==> src/rtl/xintf_uart_sched.sv <==
// xintf_uart_sched: moves DSP-bus words to the byte UART and back.
// DSP writes are queued as 16-bit words and sent high byte first; UART RX bytes
// are paired into words, queued, and handed to the DSP on each read strobe.
module xintf_uart_sched #(
  parameter int unsigned TX_DEPTH   = 8,
  parameter int unsigned RX_DEPTH   = 8,
  parameter int unsigned RX_TIMEOUT = 50000,
  parameter logic [15:0] EMPTY_WORD = 16'h0000
) (
  input  logic        clk50M,
  input  logic        rst_n,
  input  logic [15:0] xwr_data,
  input  logic        wr_end,
  input  logic        rd_fall,
  input  logic        rd_end,
  output logic [15:0] xrd_data,
  output logic [7:0]  tx_data,
  output logic        tx_start,
  input  logic        tx_busy,
  input  logic [7:0]  rx_data,
  input  logic        rx_done,
  input  logic        err_clr,
  output logic        rx_avail,
  output logic        tx_full,
  output logic        tx_ovf,
  output logic        rx_ovf,
  output logic        rx_tmo
);

  localparam int unsigned TAW = $clog2(TX_DEPTH);
  localparam int unsigned RAW = $clog2(RX_DEPTH);
  localparam int unsigned TMW = $clog2(RX_TIMEOUT + 1);

  localparam logic [TAW-1:0] TX_PTR_ONE  = TAW'(1);
  localparam logic [TAW:0]   TX_CNT_ONE  = (TAW+1)'(1);
  localparam logic [TAW:0]   TX_CNT_ZERO = (TAW+1)'(0);
  localparam logic [TAW:0]   TX_FULL_CNT = (TAW+1)'(TX_DEPTH);
  localparam logic [RAW-1:0] RX_PTR_ONE  = RAW'(1);
  localparam logic [RAW:0]   RX_CNT_ONE  = (RAW+1)'(1);
  localparam logic [RAW:0]   RX_CNT_ZERO = (RAW+1)'(0);
  localparam logic [RAW:0]   RX_FULL_CNT = (RAW+1)'(RX_DEPTH);
  localparam logic [TMW-1:0] TMO_LOAD    = TMW'(RX_TIMEOUT);
  localparam logic [TMW-1:0] TMO_ONE     = TMW'(1);
  localparam logic [TMW-1:0] TMO_ZERO    = TMW'(0);

  typedef enum logic [2:0] {
    ST_IDLE    = 3'd0,
    ST_SEND_HI = 3'd1,
    ST_WAIT_HB = 3'd2,
    ST_WAIT_HI = 3'd3,
    ST_SEND_LO = 3'd4,
    ST_WAIT_LB = 3'd5,
    ST_WAIT_LI = 3'd6
  } tx_state_e;

  tx_state_e      state_q, state_d;
  logic [15:0]    tx_mem_q [TX_DEPTH];
  logic [TAW-1:0] tx_wptr_q, tx_wptr_d, tx_rptr_q, tx_rptr_d;
  logic [TAW:0]   tx_cnt_q, tx_cnt_d;
  logic [7:0]     tx_data_q, tx_data_d, tx_lo_q, tx_lo_d;
  logic           tx_start_q, tx_start_d;
  logic           tx_push_s, tx_pop_s, tx_drop_s, tx_full_s;
  logic [15:0]    tx_head_s;

  logic [15:0]    rx_mem_q [RX_DEPTH];
  logic [RAW-1:0] rx_wptr_q, rx_wptr_d, rx_rptr_q, rx_rptr_d;
  logic [RAW:0]   rx_cnt_q, rx_cnt_d;
  logic           rx_lo_phase_q, rx_lo_phase_d;
  logic [7:0]     rx_hi_q, rx_hi_d;
  logic [TMW-1:0] rx_timer_q, rx_timer_d;
  logic           rx_push_s, rx_pop_s, rx_drop_s, rx_tmo_s, rx_full_s;

  logic           rd_pend_q, rd_pend_d;
  logic [15:0]    xrd_data_q, xrd_data_d;
  logic           tx_ovf_q, tx_ovf_d, rx_ovf_q, rx_ovf_d, rx_tmo_q, rx_tmo_d;

  assign tx_full_s = (tx_cnt_q == TX_FULL_CNT);
  assign rx_full_s = (rx_cnt_q == RX_FULL_CNT);
  assign tx_head_s = tx_mem_q[tx_rptr_q];

  // TX sequencing: pop a word, send its high byte, then its low byte, each handshaked on tx_busy
  always_comb begin
    state_d    = state_q;
    tx_start_d = 1'b0;
    tx_data_d  = tx_data_q;
    tx_lo_d    = tx_lo_q;
    tx_pop_s   = 1'b0;
    case (state_q)
      ST_IDLE: begin
        if ((tx_cnt_q != TX_CNT_ZERO) && !tx_busy) state_d = ST_SEND_HI;
        else state_d = ST_IDLE;
      end
      ST_SEND_HI: begin
        tx_pop_s   = 1'b1;
        tx_start_d = 1'b1;
        tx_data_d  = tx_head_s[15:8];
        tx_lo_d    = tx_head_s[7:0];
        state_d    = ST_WAIT_HB;
      end
      ST_WAIT_HB: begin
        if (tx_busy) state_d = ST_WAIT_HI;
        else state_d = ST_WAIT_HB;
      end
      ST_WAIT_HI: begin
        if (!tx_busy) state_d = ST_SEND_LO;
        else state_d = ST_WAIT_HI;
      end
      ST_SEND_LO: begin
        tx_start_d = 1'b1;
        tx_data_d  = tx_lo_q;
        state_d    = ST_WAIT_LB;
      end
      ST_WAIT_LB: begin
        if (tx_busy) state_d = ST_WAIT_LI;
        else state_d = ST_WAIT_LB;
      end
      ST_WAIT_LI: begin
        if (!tx_busy) state_d = ST_IDLE;
        else state_d = ST_WAIT_LI;
      end
      default: state_d = ST_IDLE;
    endcase
  end

  // TX FIFO pointers and occupancy; a full FIFO drops the write before any same-cycle pop
  always_comb begin
    tx_push_s = wr_end & ~tx_full_s;
    tx_drop_s = wr_end & tx_full_s;
    tx_wptr_d = tx_push_s ? (tx_wptr_q + TX_PTR_ONE) : tx_wptr_q;
    tx_rptr_d = tx_pop_s ? (tx_rptr_q + TX_PTR_ONE) : tx_rptr_q;
    case ({tx_push_s, tx_pop_s})
      2'b10:   tx_cnt_d = tx_cnt_q + TX_CNT_ONE;
      2'b01:   tx_cnt_d = tx_cnt_q - TX_CNT_ONE;
      default: tx_cnt_d = tx_cnt_q;
    endcase
  end

  // RX byte pairing with inter-byte timeout; a pop in the same cycle frees room for a push
  always_comb begin
    rx_lo_phase_d = rx_lo_phase_q;
    rx_hi_d       = rx_hi_q;
    rx_timer_d    = rx_timer_q;
    rx_push_s     = 1'b0;
    rx_drop_s     = 1'b0;
    rx_tmo_s      = 1'b0;
    rx_pop_s      = rd_end & rd_pend_q;
    if (rx_done) begin
      if (!rx_lo_phase_q) begin
        rx_hi_d       = rx_data;
        rx_lo_phase_d = 1'b1;
        rx_timer_d    = TMO_LOAD;
      end else begin
        rx_lo_phase_d = 1'b0;
        rx_push_s     = ~rx_full_s | rx_pop_s;
        rx_drop_s     = rx_full_s & ~rx_pop_s;
      end
    end else if (rx_lo_phase_q) begin
      if (rx_timer_q == TMO_ZERO) begin
        rx_lo_phase_d = 1'b0;
        rx_tmo_s      = 1'b1;
      end else begin
        rx_timer_d = rx_timer_q - TMO_ONE;
      end
    end else begin
      rx_timer_d = rx_timer_q;
    end
    rx_wptr_d = rx_push_s ? (rx_wptr_q + RX_PTR_ONE) : rx_wptr_q;
    rx_rptr_d = rx_pop_s ? (rx_rptr_q + RX_PTR_ONE) : rx_rptr_q;
    case ({rx_push_s, rx_pop_s})
      2'b10:   rx_cnt_d = rx_cnt_q + RX_CNT_ONE;
      2'b01:   rx_cnt_d = rx_cnt_q - RX_CNT_ONE;
      default: rx_cnt_d = rx_cnt_q;
    endcase
  end

  // DSP read: capture head on read start, pop only at the end of a read that found data
  always_comb begin
    xrd_data_d = xrd_data_q;
    rd_pend_d  = rd_pend_q;
    if (rd_fall) begin
      if (rx_cnt_q != RX_CNT_ZERO) begin
        xrd_data_d = rx_mem_q[rx_rptr_q];
        rd_pend_d  = 1'b1;
      end else begin
        xrd_data_d = EMPTY_WORD;
        rd_pend_d  = 1'b0;
      end
    end else if (rd_end) begin
      rd_pend_d = 1'b0;
    end else begin
      rd_pend_d = rd_pend_q;
    end
  end

  // Sticky error flags: a new error in the clearing cycle keeps the flag set
  always_comb begin
    tx_ovf_d = (tx_ovf_q & ~err_clr) | tx_drop_s;
    rx_ovf_d = (rx_ovf_q & ~err_clr) | rx_drop_s;
    rx_tmo_d = (rx_tmo_q & ~err_clr) | rx_tmo_s;
  end

  // FIFO storage, written only on accepted pushes
  always_ff @(posedge clk50M) begin
    if (tx_push_s) tx_mem_q[tx_wptr_q] <= xwr_data;
    if (rx_push_s) rx_mem_q[rx_wptr_q] <= {rx_hi_q, rx_data};
  end

  // State registers with asynchronous reset
  always_ff @(posedge clk50M or negedge rst_n) begin
    if (!rst_n) begin
      state_q       <= ST_IDLE;
      tx_wptr_q     <= '0;
      tx_rptr_q     <= '0;
      tx_cnt_q      <= '0;
      tx_data_q     <= 8'h00;
      tx_lo_q       <= 8'h00;
      tx_start_q    <= 1'b0;
      rx_wptr_q     <= '0;
      rx_rptr_q     <= '0;
      rx_cnt_q      <= '0;
      rx_lo_phase_q <= 1'b0;
      rx_hi_q       <= 8'h00;
      rx_timer_q    <= '0;
      rd_pend_q     <= 1'b0;
      xrd_data_q    <= EMPTY_WORD;
      tx_ovf_q      <= 1'b0;
      rx_ovf_q      <= 1'b0;
      rx_tmo_q      <= 1'b0;
    end else begin
      state_q       <= state_d;
      tx_wptr_q     <= tx_wptr_d;
      tx_rptr_q     <= tx_rptr_d;
      tx_cnt_q      <= tx_cnt_d;
      tx_data_q     <= tx_data_d;
      tx_lo_q       <= tx_lo_d;
      tx_start_q    <= tx_start_d;
      rx_wptr_q     <= rx_wptr_d;
      rx_rptr_q     <= rx_rptr_d;
      rx_cnt_q      <= rx_cnt_d;
      rx_lo_phase_q <= rx_lo_phase_d;
      rx_hi_q       <= rx_hi_d;
      rx_timer_q    <= rx_timer_d;
      rd_pend_q     <= rd_pend_d;
      xrd_data_q    <= xrd_data_d;
      tx_ovf_q      <= tx_ovf_d;
      rx_ovf_q      <= rx_ovf_d;
      rx_tmo_q      <= rx_tmo_d;
    end
  end

  assign xrd_data = xrd_data_q;
  assign tx_data  = tx_data_q;
  assign tx_start = tx_start_q;
  assign rx_avail = (rx_cnt_q != RX_CNT_ZERO);
  assign tx_full  = tx_full_s;
  assign tx_ovf   = tx_ovf_q;
  assign rx_ovf   = rx_ovf_q;
  assign rx_tmo   = rx_tmo_q;

endmodule

==> config.mk <==
export PLATFORM = sky130hd
export DESIGN_NAME = xintf_uart_sched
export DESIGN_NICKNAME = d
export VERILOG_FILES = /design/src/rtl/xintf_uart_sched.sv
export SDC_FILE = /design/constraint.sdc
export NUM_CORES = 1
export LEC_CHECK = 0
export CORE_ASPECT_RATIO = 0.75
export CORE_UTILIZATION = 60
export DETAILED_ROUTE_END_ITERATION = 6
export PLACE_DENSITY = 0.85
export SLEW_MARGIN = 20
export SYNTH_ARGS = -nofsm -noshare
export SYNTH_HDL_FRONTEND = slang
export SYNTH_SLANG_ARGS = --single-unit
==> constraint.sdc <==
create_clock -name clk50M -period 7.4 [get_ports clk50M]
set_clock_uncertainty 0.1 [all_clocks]
set_input_delay 0.74 -clock clk50M [delete_from_list [all_inputs] [get_ports clk50M]]
set_output_delay 0.74 -clock clk50M [all_outputs]
set_load 0.01 [all_outputs]
==> results.md, run 1 <==
| Result | Reported | Unit |
|:---|:---|:---|
| Synthesized netlist cell count | 801 | - |
| Setup TNS after final layout | 0 | ns |
| Clk sinks | 341 | - |
| Initial antenna violation count | 0 | - |
| DRT iter0 DRCs | 728 | - |
| Maximum level of the CTS H-tree | 1 | - |
| Clock Pin Slew Worst Setup and Hold Paths | 0.07 | ns |
| DRC errors left | 0 | - |
| Count of warnings emitted by yosys | 0 | - |
| Global-route wire length before repair | 43200 | um |
| Worst R2R Path Depth | 7 | - |
| Max layer used | met4 | - |
| Initial DRT Pass Iterations | 5 | - |
| Number of antenna repair diodes | 0 | - |
| Insertion delay to the later sink of the worst-skew pair | 0.56 | ns |
| Core Rows | 47 | - |
| Number of buffers added on ports | 61 | - |
| Die outline area | 23500 | um^2 |
| Critical path launch point type | register | - |
| Post-detail-place hpwl | 15900 | um |
| Worst slack on hold paths | 0.0460 | ns |
| Worst-margin pin slew | 0.920 | ns |
| Root buffer cell | clkbuf_16 | - |
| Worst vdd ir | 0.182 | mV |
| Detailed-routed wire length on met3 | 2050 | um |
| Number of buffers created by CTS | 30 | - |
| Endpoint class of the critical path | primary output | - |
| Remaining antenna violation count after routing | 0 | - |
| Combined global-route utilization of all metal layers | 0.247 | - |
| Post-Synthesis Mean Instance Area | 17.1 | um^2 |
| Number of synthesized flops with an enable pin | 256 | - |
| Net count after synthesis | 846 | - |
| Synth async-reset ratio | 0.249 | - |
| Total routed wirelength | 28000 | um |
| Setup violations, final | 0 | - |
| Final number of max-transition violations | 0 | - |
| Post-synthesis sequential element count | 341 | - |
| Maximum number of pins on one net before global-route repair | 50 | - |
| Via count of the first global-routing pass | 7578 | - |
| Detail Route met2 WL | 13400 | um |
| # Max-Cap Violations | 0 | - |
| Post-route met1 wirelength | 11800 | um |
| Layout overhead on the synthesized area | 14.4 | % |
| Fin crit share | 0.405 | - |
| Boundary pin count | 62 | - |
| Setup Crit Path Kind | register to primary output | - |
| Post-CTS Resized | 0 | - |
| Outcome | complete, no violations | - |
| CP Data Arrival Time | 2.16 | ns |
| Post-DR vias/cell | 6.24 | - |
| Residual overflow from global routing | 0 | - |
| Final weighted congestion in routability-driven placement | 0.765 | - |
| Count of cell types in the netlist | 61 | - |
| Hold-fix buffers, CTS | 0 | - |
| Most used DFF post-synth | edfxtp_1 | - |
| Placeable core area | 22200 | um^2 |
| Maximum clock path buffer count | 3 | - |
| Commonest non-fill, non-tap cells in the layout | edfxtp_1, dfrtp_1, mux4_2 | - |
| Part of the Yosys area used for sequential elements | 0.715 | - |
| Netlist area before placement | 13700 | um^2 |
| Total power per unit cell area | 376 | nW/um^2 |
| Final min period | 3.00 | ns |
| Worst relative slew slack | 0.381 | - |
| Achievable clock frequency | 0.334 | GHz |
| Number of buffers inserted to repair setup after CTS | 0 | - |
| Routed length per instance | 23.4 | um |
| Worst R2R Setup Slack | 4.43 | ns |
| Path class of the lowest-slack min-delay path | input pin to asynchronous set/reset pin | - |
| Crit path required time | 6.56 | ns |
| Ratio of cells with drive above 1 in the final layout | 0.184 | - |
| Via Count | 7467 | - |
| CTS tree | built | - |
| Die span in y | 133 | um |
| Static Leakage | 5.57 | nW |
| Most common library cell in the layout ignoring fill and taps | edfxtp_1 | - |
| Starting density of the core | 0.617 | - |
| Unrepaired setup endpoints after global routing | false | - |
| Final hold viol count | 0 | - |
| Final-stage net count | 925 | - |
| Die width | 177 | um |
| Max Fanout on Critical Path | 5 | - |
[worst paths after layout]
check                                           end                      from
min in group clk50M        xrd_data[13]$_DFFE_PN0P_  xrd_data[13]$_DFFE_PN0P_
setup reg to reg            tx_cnt_q[3]$_DFFE_PN0P_      state_q[0]$_DFF_PN0_
hold / removal              xrd_data[4]$_DFFE_PN0P_                     rst_n
hold reg to reg            xrd_data[13]$_DFFE_PN0P_  xrd_data[13]$_DFFE_PN0P_
setup / recovery                            tx_full   tx_cnt_q[0]$_DFFE_PN0P_
max in group asynchronous  rx_rptr_q[1]$_DFFE_PN0P_                     rst_n
[worst max-delay path, cell delays in order (launching register included)]
cell and delay [ns]:
dfrtp_1 0.46, nor4b_2 0.52, clkdlybuf4s50_1 0.63
[report_power, final]
group	leakage, nW	switching (W)	internal (W)
sequential	3.34	0.000354	0.00242
combinational	1.75	0.000761	0.000811
clock	0.484	0.000682	0.000867
[synth_stat cells (3+ instances only)]
cell	instances	area, um^2
edfxtp_1	256	7690
dfrtp_1	85	2130
mux4_2	62	1400
nand2_1	57	214
nor2_1	46	173
mux2i_1	34	340
inv_1	30	113
o22ai_1	27	169
nor3_1	19	95.1
buf_2	16	80.1
nand2b_1	16	100
a21oi_1	15	75.1
ha_1	12	150
o21ai_0	11	55.1
xnor2_1	10	87.6
clkbuf_1	9	33.8
o22a_1	8	70.1
xor2_1	6	52.6
a31oi_1	5	31.3
nand3_1	5	25.0
buf_4	4	30.0
nor4_1	4	25.0
and3_1	3	18.8
buf_1	3	11.3
buf_6	3	33.8
mux2_2	3	33.8
nor2b_1	3	18.8
nor3_2	3	30.0
o21ai_1	3	15.0
[metrics by stage]
stage	power [W]	std cells	area, um^2	utilization	setup WS (ns)
global route	0.00615	1197	15700	0.706	4.29
detailed placement	0.00435	1142	14700	0.662	4.07
finish	0.00590	1197	15700	0.706	4.40
global placement	0.00428	1142	14700	0.662	4.08
floorplan	0.00384	801	13700	-	4.21
CTS	0.00593	1197	15700	0.706	4.38
[cell families after synthesis]
logic type	Yosys count	synth area share
AO/OA/AOI/OAI	82	0.0386
AND/OR/NAND/NOR	183	0.0717
flip-flops	341	0.715
multiplexers	100	0.130
buffers and inverters	66	0.0222
adder cells (fa/ha/maj)	13	0.0124
XOR/XNOR	16	0.0102
[metal layers]
layer,vias up,GRT usage
li1,3263,-
met1,3794,0.364
met2,349,0.383
met3,61,0.0394
met4,0,0.0824
met5,-,0
[final cells by class]
cell class,instances,area (um^2)
sequential,341,9820
inverter,31,116
clock inverter,15,144
clock buffer,40,838
tap,294,368
multi-input combinational,394,3640
fill,1341,6530
timing repair buffer,82,766
[sequential cells by signal, indices dropped and copies added, names as in the netlist, 8 cells and up]
register and count:
rx_hi_q 8, tx_lo_q 8, rx_timer_q 16, tx_data 8
rx_mem_q 128, xrd_data 16, tx_mem_q 128
(Power assumes the default switching activity.)
==> run 2, diff against run 1 <==
- CORE_UTILIZATION: 60 -> 54
- PLACE_DENSITY: 0.85 -> 0.81
- clock period: 7.4 -> 2.5 ns (I/O delays scaled with it)
==> run 2 against run 1 <==
Sequential cell count unchanged. Power grew to 3.2 times the previous value. Sequential power rose to 2.9 times the previous value. Sequential share of layout area is 2.5 points lower. Non-clock buffer count up 26. Final area rose by 4.1%. Die area increased by 11%. Wire length up 4.3%.
==> results.md, run 2 (same netlist as run 1, synthesis figures left out) <==
| Result | Reported | Unit | Delta |
|:---|:---|:---|:---|
| Outcome | complete, no violations | - |  |
| Placeable core area | 25000 | um^2 | +12% |
| Ratio of cells with drive above 1 in the final layout | 0.211 | - | +0.0269 |
| Maximum number of pins on one net before global-route repair | 42 | - | -16% |
| Levels on crit path | 3 | - | +1 |
| Number of non-filler instances in the completed layout | 1273 | - | +6.3% |
| Combined global-route utilization of all metal layers | 0.233 | - | -0.0145 |
| DRC errors left | 0 | - | unchanged |
| Critical path launch point type | register | - |  |
| FF-to-FF Start | tx_cnt_q[3]$_DFFE_PN0P_ | - |  |
| Initial antenna violation count | 0 | - | unchanged |
| Clk sinks | 341 | - | unchanged |
| Endpoint class of the critical path | primary output | - |  |
| Setup violations, final | 0 | - | unchanged |
| Die outline area | 26100 | um^2 | +11% |
| Pre-CTS setup slack | 0.0378 | ns | -4.03 ns |
| Final hold viol count | 0 | - | unchanged |
| Via Count | 7648 | - | +2.4% |
| Post-route worst setup slack | 0.157 | ns | -4.25 ns |
| Unrepaired setup endpoints after global routing | false | - |  |
| Peak per-stage delay on the critical path | 0.53 | ns | -0.10 ns |
| Maximum level of the CTS H-tree | 2 | - | +1 |
| Worst-margin pin slew | 0.891 | ns | -0.0293 ns |
| Worst relative slew slack | 0.406 | - | +0.0252 |
| Max Fanout on Critical Path | 4 | - | -1 |
| Commonest non-fill, non-tap cells in the layout | edfxtp_1, dfrtp_1, mux4_2 | - |  |
| Die width | 186 | um | +5.3% |
| Placed Cells incl. Taps | 1211 | - | +6.0% |
| # Max-Cap Violations | 0 | - | unchanged |
| Count of filler cells inserted in the layout | 1565 | - | +17% |
| Via count of the first global-routing pass | 7803 | - | +3.0% |
| Core Rows | 50 | - | +6.4% |
| CTS tree | built | - |  |
| Worst vdd ir | 0.525 | mV | +190% |
| Post-DR vias/cell | 6.01 | - | -3.7% |
| Number of buffers added on ports | 61 | - | unchanged |
| Final-stage net count | 955 | - | +3.2% |
| Footprint of the flip-flops and latches | 9820 | um^2 | about the same |
| Total power per unit cell area | 1150 | nW/um^2 | +210% |
| Number of buffers and inverters on the critical path | 2 | - | +1 |
| Slowest library cell on the worst path | clkdlybuf4s50_1 | - |  |
| Number of antenna repair diodes | 0 | - | unchanged |
| Number of buffers created by CTS | 34 | - | +13% |
| Worst R2R Setup Slack | 0.18 | ns | -4.25 ns |
| Insertion delay to the later sink of the worst-skew pair | 0.51 | ns | -0.05 ns |
| Setup Crit Path Kind | register to primary output | - |  |
| Final number of max-transition violations | 0 | - | unchanged |
| Layout overhead on the synthesized area | 19.0 | % |  |
| Die span in y | 140 | um | +5.3% |
| Path class of the lowest-slack min-delay path | input pin to asynchronous set/reset pin | - |  |
| Boundary pin count | 62 | - | unchanged |
| Residual overflow from global routing | 0 | - | unchanged |
| Cell family contributing the most delay on the critical path | buffers and inverters | - |  |
| Largest regs | rx_mem_q (128), tx_mem_q (128) | - |  |
| Post-detail-place hpwl | 16500 | um | +3.4% |
| Achievable clock frequency | 0.427 | GHz |  |
| Routed length per instance | 22.9 | um | -1.9% |
| Maximum clock path buffer count | 3 | - | unchanged |
| Multi-input combinational cell area | 3650 | um^2 | +0.17% |
| Crit path required time | 2.15 | ns | -4.41 ns |
| Final min period | 2.34 | ns |  |
| Global-route wire length before repair | 44900 | um | +4.0% |
| Most common library cell in the layout ignoring fill and taps | edfxtp_1 | - |  |
| Static Leakage | 5.86 | nW | +5.1% |
| Total routed wirelength | 29200 | um | +4.3% |
| Crit Reg-Reg Endpoint | tx_cnt_q[3]$_DFFE_PN0P_ | - |  |
| Root buffer cell | clkbuf_16 | - |  |
| Fin crit share | 0.937 | - |  |
| Starting density of the core | 0.550 | - | -0.0676 |
| Crit path cell chain | nor4b_2, buf_4, clkdlybuf4s50_1 | - |  |
| Worst R2R Path Depth | 9 | - | +2 |
| Remaining antenna violation count after routing | 0 | - | unchanged |
| Initial DRT Pass Iterations | 5 | - | unchanged |
| Final weighted congestion in routability-driven placement | 0.772 | - | +0.88% |
| Number of buffers inserted to repair setup after CTS | 0 | - | unchanged |
| Clock Pin Slew Worst Setup and Hold Paths | 0.06 | ns | about the same |
| Pwr Total | 0.0188 | W | +220% |
| CP Data Arrival Time | 1.99 | ns | -0.17 ns |
| DRT iter0 DRCs | 827 | - | +14% |
[run 2: worst max-delay path by stage]
stage,from,endpoint,slack (ns)
6_report,tx_cnt_q[2]$_DFFE_PN0P_,tx_full,0.16
5_1_grt,tx_cnt_q[3]$_DFFE_PN0P_,tx_cnt_q[3]$_DFFE_PN0P_,0.02
4_1_cts,tx_cnt_q[2]$_DFFE_PN0P_,tx_full,0.15
3_5_place_dp,wr_end,tx_cnt_q[3]$_DFFE_PN0P_,0.04
3_3_place_gp,rd_end,rx_cnt_q[2]$_DFFE_PN0P_,0.05
2_1_floorplan,tx_cnt_q[3]$_DFFE_PN0P_,tx_mem_q[1][0]$_DFFE_PP_,-0.12
[run 2: metrics by stage]
step | hold slack [ns] | TNS, ns | area, um^2 | util
final | 0.121 | 0 | 16300 | 0.654
after global routing | 0.167 | 0 | 16300 | 0.654
after CTS | 0.136 | 0 | 16300 | 0.654
after detailed placement | 0.124 | 0 | 15100 | 0.605
after global placement | 0.117 | 0 | 15100 | 0.605
after floorplan | -0.146 | -5.68 | 13700 | -
[run 2: final cells by class]
class                      instances  area share
sequential                       341       0.601
multi-input combinational        394       0.223
timing repair buffer             108      0.0674
clock buffer                      44      0.0587
tap                              338      0.0259
clock inverter                    17      0.0165
inverter                          31     0.00712
[run 2: worst register-to-register path, cell delays in order, from the launching register on]
cell and delay, ns:
dfrtp_1 0.43, nor4b_2 0.20, nor2b_1 0.19, inv_2 0.06
ha_1 0.23, ha_1 0.32, inv_1 0.07, nor4_1 0.29
nand4b_1 0.16, o311ai_0 0.12
[run 2: power by group]
group          internal (W)  switching (W)
registers           0.00717       0.000851
clock network       0.00344        0.00212
logic               0.00263        0.00257
[run 2: metal layers]
metal	track usage	wire, um	share of wire	vias to the layer above
met5	0	0	0	-
met4	0.0725	663	0.023	0
met3	0.0416	2160	0.074	63
met2	0.367	14200	0.49	320
met1	0.334	12200	0.42	3948
li1	-	-	-	3317
[run 2: repair_timing]
action                     CTS  global route
hold endpoints to repair    67             0
gates resized for setup      0             0
hold buffers                 1             0
setup endpoints to repair    0             0
